$ cat src/rtl/axi_lite_reg_slave.sv
`default_nettype none
// ============================================================================
// Module  : axi_lite_reg_slave
// Purpose : AXI4-Lite subordinate exposing C_NUM_REGS 32-bit R/W registers.
//           Optional out-of-range SLVERR decode via macro AXIL_REG_SLVERR_EN.
// Revision: 1.0 - initial release
// ============================================================================
module axi_lite_reg_slave #(
    parameter int C_NUM_REGS         = 8,
    parameter int C_S_AXI_ADDR_WIDTH = 32
) (
    input  logic                          s_axi_aclk,
    input  logic                          s_axi_areset,
    input  logic [C_S_AXI_ADDR_WIDTH-1:0] s_axi_awaddr,
    input  logic [2:0]                    s_axi_awprot,
    input  logic                          s_axi_awvalid,
    output logic                          s_axi_awready,
    input  logic [31:0]                   s_axi_wdata,
    input  logic [3:0]                    s_axi_wstrb,
    input  logic                          s_axi_wvalid,
    output logic                          s_axi_wready,
    output logic [1:0]                    s_axi_bresp,
    output logic                          s_axi_bvalid,
    input  logic                          s_axi_bready,
    input  logic [C_S_AXI_ADDR_WIDTH-1:0] s_axi_araddr,
    input  logic [2:0]                    s_axi_arprot,
    input  logic                          s_axi_arvalid,
    output logic                          s_axi_arready,
    output logic [31:0]                   s_axi_rdata,
    output logic [1:0]                    s_axi_rresp,
    output logic                          s_axi_rvalid,
    input  logic                          s_axi_rready,
    output logic [32*C_NUM_REGS-1:0]      reg_out,
    output logic [C_NUM_REGS-1:0]         reg_wr
);

    localparam int IW = $clog2(C_NUM_REGS);
`ifdef AXIL_REG_SLVERR_EN
    localparam int DW = IW + 1;
`else
    localparam int DW = IW;
`endif
    localparam logic [DW:0] NUM_W  = C_NUM_REGS[DW:0];
    localparam logic [1:0]  OKAY   = 2'b00;
    localparam logic [1:0]  SLVERR = 2'b10;

    logic          aw_held;
    logic          w_held;
    logic [DW-1:0] aw_idx;
    logic [31:0]   w_data;
    logic [3:0]    w_strb;
    logic [DW-1:0] rd_idx;
    logic [IW-1:0] wr_slot;
    logic [IW-1:0] rd_slot;
    logic          wr_hit;
    logic          rd_hit;
    logic          unused_ok;

    // Folds an index that overshoots a non-power-of-two bank back into range.
    function automatic logic [IW-1:0] slot(input logic [DW-1:0] idx);
        if ({1'b0, idx} >= NUM_W)
            return idx[IW-1:0] - NUM_W[IW-1:0];
        return idx[IW-1:0];
    endfunction

    assign rd_idx  = s_axi_araddr[2 +: DW];
    assign wr_slot = slot(aw_idx);
    assign rd_slot = slot(rd_idx);

`ifdef AXIL_REG_SLVERR_EN
    assign wr_hit = ({1'b0, aw_idx} < NUM_W);
    assign rd_hit = ({1'b0, rd_idx} < NUM_W);
`else
    assign wr_hit = 1'b1;
    assign rd_hit = 1'b1;
`endif

    assign s_axi_awready = !aw_held && !s_axi_bvalid;
    assign s_axi_wready  = !w_held && !s_axi_bvalid;
    assign s_axi_arready = !s_axi_rvalid;

    assign unused_ok = ^{s_axi_awprot, s_axi_arprot, s_axi_awaddr, s_axi_araddr};

    always_ff @(posedge s_axi_aclk or posedge s_axi_areset) begin
        if (s_axi_areset) begin
            aw_held      <= 1'b0;
            w_held       <= 1'b0;
            aw_idx       <= '0;
            w_data       <= '0;
            w_strb       <= '0;
            s_axi_bvalid <= 1'b0;
            s_axi_bresp  <= OKAY;
            reg_wr       <= '0;
            reg_out      <= '0;
        end else begin
            reg_wr <= '0;
            if (s_axi_awvalid && s_axi_awready) begin
                aw_held <= 1'b1;
                aw_idx  <= s_axi_awaddr[2 +: DW];
            end
            if (s_axi_wvalid && s_axi_wready) begin
                w_held <= 1'b1;
                w_data <= s_axi_wdata;
                w_strb <= s_axi_wstrb;
            end
            // Both halves held implies bvalid is low, so no B handshake can collide here.
            if (aw_held && w_held) begin
                aw_held      <= 1'b0;
                w_held       <= 1'b0;
                s_axi_bvalid <= 1'b1;
                if (wr_hit) begin
                    for (int b = 0; b < 4; b++) begin
                        if (w_strb[b])
                            reg_out[32*int'(wr_slot) + 8*b +: 8] <= w_data[8*b +: 8];
                    end
                    reg_wr[wr_slot] <= 1'b1;
                    s_axi_bresp     <= OKAY;
                end else begin
                    s_axi_bresp <= SLVERR;
                end
            end else if (s_axi_bvalid && s_axi_bready) begin
                s_axi_bvalid <= 1'b0;
            end
        end
    end

    always_ff @(posedge s_axi_aclk or posedge s_axi_areset) begin
        if (s_axi_areset) begin
            s_axi_rvalid <= 1'b0;
            s_axi_rdata  <= '0;
            s_axi_rresp  <= OKAY;
        end else if (s_axi_arvalid && s_axi_arready) begin
            s_axi_rvalid <= 1'b1;
            if (rd_hit) begin
                s_axi_rdata <= reg_out[32*int'(rd_slot) +: 32];
                s_axi_rresp <= OKAY;
            end else begin
                s_axi_rdata <= '0;
                s_axi_rresp <= SLVERR;
            end
        end else if (s_axi_rvalid && s_axi_rready) begin
            s_axi_rvalid <= 1'b0;
        end
    end

endmodule
`default_nettype wire

$ cat config.mk
export PLATFORM = sky130hd
export DESIGN_NAME = axi_lite_reg_slave
export DESIGN_NICKNAME = d
export VERILOG_FILES = /design/src/rtl/axi_lite_reg_slave.sv
export SDC_FILE = /design/constraint.sdc
export NUM_CORES = 1
export LEC_CHECK = 0
export BUFFER_PORTS_ARGS = -buffer_cell sky130_fd_sc_hd__buf_2
export CORE_MARGIN = 2
export CORE_UTILIZATION = 40
export DETAILED_ROUTE_END_ITERATION = 8
export GPL_TIMING_DRIVEN = 0
export SYNTH_ARGS = -nofsm -noshare
export SYNTH_HDL_FRONTEND = slang
export SYNTH_SLANG_ARGS = --single-unit
$ cat constraint.sdc
create_clock -name s_axi_aclk -period 28.6 [get_ports s_axi_aclk]
set_clock_uncertainty 0.15 [all_clocks]
set_input_delay 2.86 -clock s_axi_aclk [delete_from_list [all_inputs] [get_ports s_axi_aclk]]
set_output_delay 2.86 -clock s_axi_aclk [all_outputs]
set_load 0.1 [all_outputs]
==> summary.md <==
| Metric | Value |
|---|---|
| Clock tree buffer depth | `3` |
| Max-cap violations | `0` |
| Crit path kind | `reg -> out` |
| Hold Path Origin | `s_axi_rdata[25]$_DFFE_PP0P_` |
| Reg area | `8483 sq um` |
| Largest family of logic cells by synthesized area | `multiplexers` |
| Worst R2R End | `reg_out[166]$_DFFE_PP0P_` |
| Layout Nets | `about 1,700` |
| Multi-input logic area | `between 6000 and 7000 sq um` |
| Final hold slack | `321.9 ps` |
| Via count | `11,410` |
| Placement Rows | `72` |
| Num CTS Buffers | `40` |
| CTS Root Cell | `clkbuf_16` |
| Gr usage total | `26.23%` |
| Gr busiest metal | `met2` |
| Post-synth top area share | `53.89%` |
| Routed Antenna Nets | `0` |
| Number of distinct library cells after synthesis | `37` |
| First-pass GRT wire length | `about 79,000 um` |
| Post-synth EDFFs | `0` |
| Hold EP | `s_axi_rdata[25]$_DFFE_PP0P_` |
| Syn Inst Count | `1,176` |
| Drt wl/cell | `around 26 um` |
| Area share of fa/ha/maj cells after synthesis | `0.4769%` |
| Outcome | `finished clean` |
| DRC | `0` |
| Final Wtd Congestion | `0.8058` |
| Setup bufs post-CTS | `0` |
| Vias per cell | `5.388` |
| Hold Crit Depth | `2` |
| Share of cells above drive strength 1 | `51.72%` |
| Setup tns final | `0 ps` |
| Ys flop type | `dfrtp_1` |
| Fillers | `3,557` |
| Vias in the first global route | `11,780` |
| Met3 global-route usage | `5.289%` |
| Final Cycle Share | `between 10% and 20%` |
| Cells along the critical path | `buf_4 -> nor2_1 -> buf_2` |
| Synth Area in Compound Gates | `4.808%` |
| Finish-stage setup viols | `0` |
| DP HPWL | `37,430 um` |
| Starting density of the core | `40.64%` |
| Yosys top cell by area | `dfrtp_1` |
| GR Layer Usage met2 | `42.25%` |
| Largest net degree at the start of global routing | `129` |
| Slew Limit Fails | `0` |
| RR Startpoint | `aw_idx[0]$_DFFE_PP0P_` |
| Reg2reg path depth | `8` |
| #FFs+latches synth | `339` |
| Reg clk slew, reported paths | `about 60 ps` |
| Die Y-Extent | `202.4 um` |
| Maximum fanout along the worst path | `10` |
| Xor/xnor share of the synthesized area | `0%` |
| Initial DRC Count | `759` |
| Flop2flop setup slack | `24,930 ps` |
| Die X | `between 200 and 250 um` |
| Die area | `40,960 sq um` |
| DRT Pass-1 Iters | `5` |
| Area grow syn2layout | `23.57%` |
| Highest Clock Rate | `between 0.2 and 0.25 GHz` |
| # hold bufs at CTS | `0` |
| RSZ-0062 raised after global routing | `false` |
| Clock net sink count | `339` |
| Async set-reset flop share out of synthesis | `100.0%` |
| Boundary pin count | `about 420` |
| CP Capture Type | `output port` |
| Crit path DAT | `around 1900 ps` |
| Drt total wl | `approximately 54,000 um` |
| Slew of the pin with the lowest slew margin | `1292 ps` |
| Dominant cells by area after synthesis | `dfrtp_1 (54%), mux2_2 (26%), mux2i_1 (4.1%)` |
| Crit path time final | `4872 ps` |
| M1 GR Usage | `approximately a third` |
| I/O Buffers | `348` |
| Post-synthesis simple-gate area fraction | `9.021%` |
| GRT Residual Overflow | `0` |
| CP max stage delay | `480 ps` |
| Slew margin rel. | `13.71%` |
| Post-CTS sizing | `0` |
| Post-synthesis mux area share | `between 20% and 30%` |
| Final hold violations | `0` |
| Clock latency on the worst-skew pair | `560 ps` |
| Hold WC Path Type | `reg -> reg` |
| Final Non-Filler Cells | `2,118` |
| Register area share after synthesis | `53.89%` |
| Critical path's slowest cell | `dfrtp_1` |
| CP Launch Type | `flip-flop` |
| Cells after DPL | `2,047` |
| Mapped Area | `roughly 16,000 sq um` |
| TritonCTS clock tree | `yes` |
| Antenna violations before repair | `7` |
| Syn Area/Cell | `13.39 sq um` |
| Required @ worst endpoint | `25,590 ps` |
| H-Tree Depth | `2` |
| Core Area | `38,740 sq um` |
| Final Util | `50.22%` |
| Synth Warn # | `0` |
==> cell type report <==
cell class | count | area share (%)
diodes | 3 | 0.03859
flip-flops and latches | 339 | 43.61
well taps | 518 | 3.332
repair buffers | 350 | 9.236
clock inverters | 5 | 0.2573
clock buffers | 63 | 6.111
multi-input cells | 769 | 35.73
inverters | 7 | 0.1737
plain buffers | 64 | 1.512
==> cells in the final DEF (no fill, tap or decap), types with 2 or more instances in the layout <==
master and instances:
buf_2 373, mux2_2 358, dfrtp_1 339, and2_1 98, mux2i_1 64, clkbuf_1 47, nand2_1 42, clkbuf_16 41
a22o_1 32, o22ai_1 32, o31ai_1 32, and3_1 25, nor2_2 24, nor2_1 9, nand3_1 8, clkbuf_8 8
buf_4 6, inv_1 6, ha_1 6, nand2b_1 5, nor3_1 4, conb_1 4, clkinv_2 4, diode_2 3
nand4_2 3, nor2b_1 3, nor4b_4 3, nand3b_1 2, nor3b_1 2, o21ai_0 2, buf_16 2
==> sequential cells by signal, indices dropped and copies added (netlist names) <==
signal	count
w_held	1
s_axi_bvalid	1
s_axi_rdata	32
reg_out	256
aw_held	1
aw_idx	3
w_data	32
reg_wr	8
s_axi_rvalid	1
w_strb	4
==> cells in the mapped netlist, types with 2 or more instances <==
cell type,count
and3_1,25
ha_1,6
and2_1,98
buf_4,6
nand2_1,42
dfrtp_1,339
clkbuf_1,33
buf_2,25
mux2i_1,64
inv_1,7
nor2_2,24
nor4b_4,3
nor2_1,9
nand3_1,8
o21ai_0,2
nor3b_1,2
a22o_1,32
mux2_2,358
nor2b_1,3
nand2b_1,5
nor3_1,4
o31ai_1,32
o22ai_1,32
nand3b_1,2
nand4_2,3
==> routing by layer <==
metal | part of all wire [%] | up-vias | wire length (um)
li1 | - | 5056 | -
met1 | 44 | 5843 | 23710
met2 | 47 | 402 | 25460
met3 | 6.4 | 106 | 3500
met4 | 3.0 | 4 | 1624
met5 | 0.039 | - | 21
==> critical path: cells and delay by family, from the launching register on <==
family | cells | cell delay [ps]
buf+inv | 2 | 690
flops | 1 | 480
simple gates | 1 | 130
==> cells by family after synthesis <==
family,count (synthesis)
multiplexers,423
other,1
adder cells (fa/ha/maj),6
buffers and inverters,71
flip-flops,339
AO/OA/AOI/OAI,101
AND/OR/NAND/NOR,235
==> worst max-delay path by stage <==
stage / from / end / slack, ps / cells past startpoint
after floorplan: s_axi_areset / aw_held$_DFFE_PP0P_ / 16200 / 1
after global placement: s_axi_areset / w_data[10]$_DFFE_PP0P_ / 12030 / 2
after detailed placement: s_axi_arvalid / s_axi_rdata[14]$_DFFE_PP0P_ / 23660 / 6
after CTS: aw_held$_DFFE_PP0P_ / s_axi_awready / 23720 / 3
after global routing: aw_held$_DFFE_PP0P_ / s_axi_awready / 23650 / 3
final: aw_held$_DFFE_PP0P_ / s_axi_awready / 23730 / 3
==> per-stage QoR <==
step | instance area, sq um | setup WS (ps)
after floorplan | 15750 | 16200
after global placement | 18140 | 12030
after detailed placement | 18210 | 23660
after CTS | 19440 | 23720
after global routing | 19440 | 23650
final | 19450 | 23730
Power is left out: the tool's default activity adds up to more than one toggle a clock period on the data nets, which glitch-free logic cannot reach.
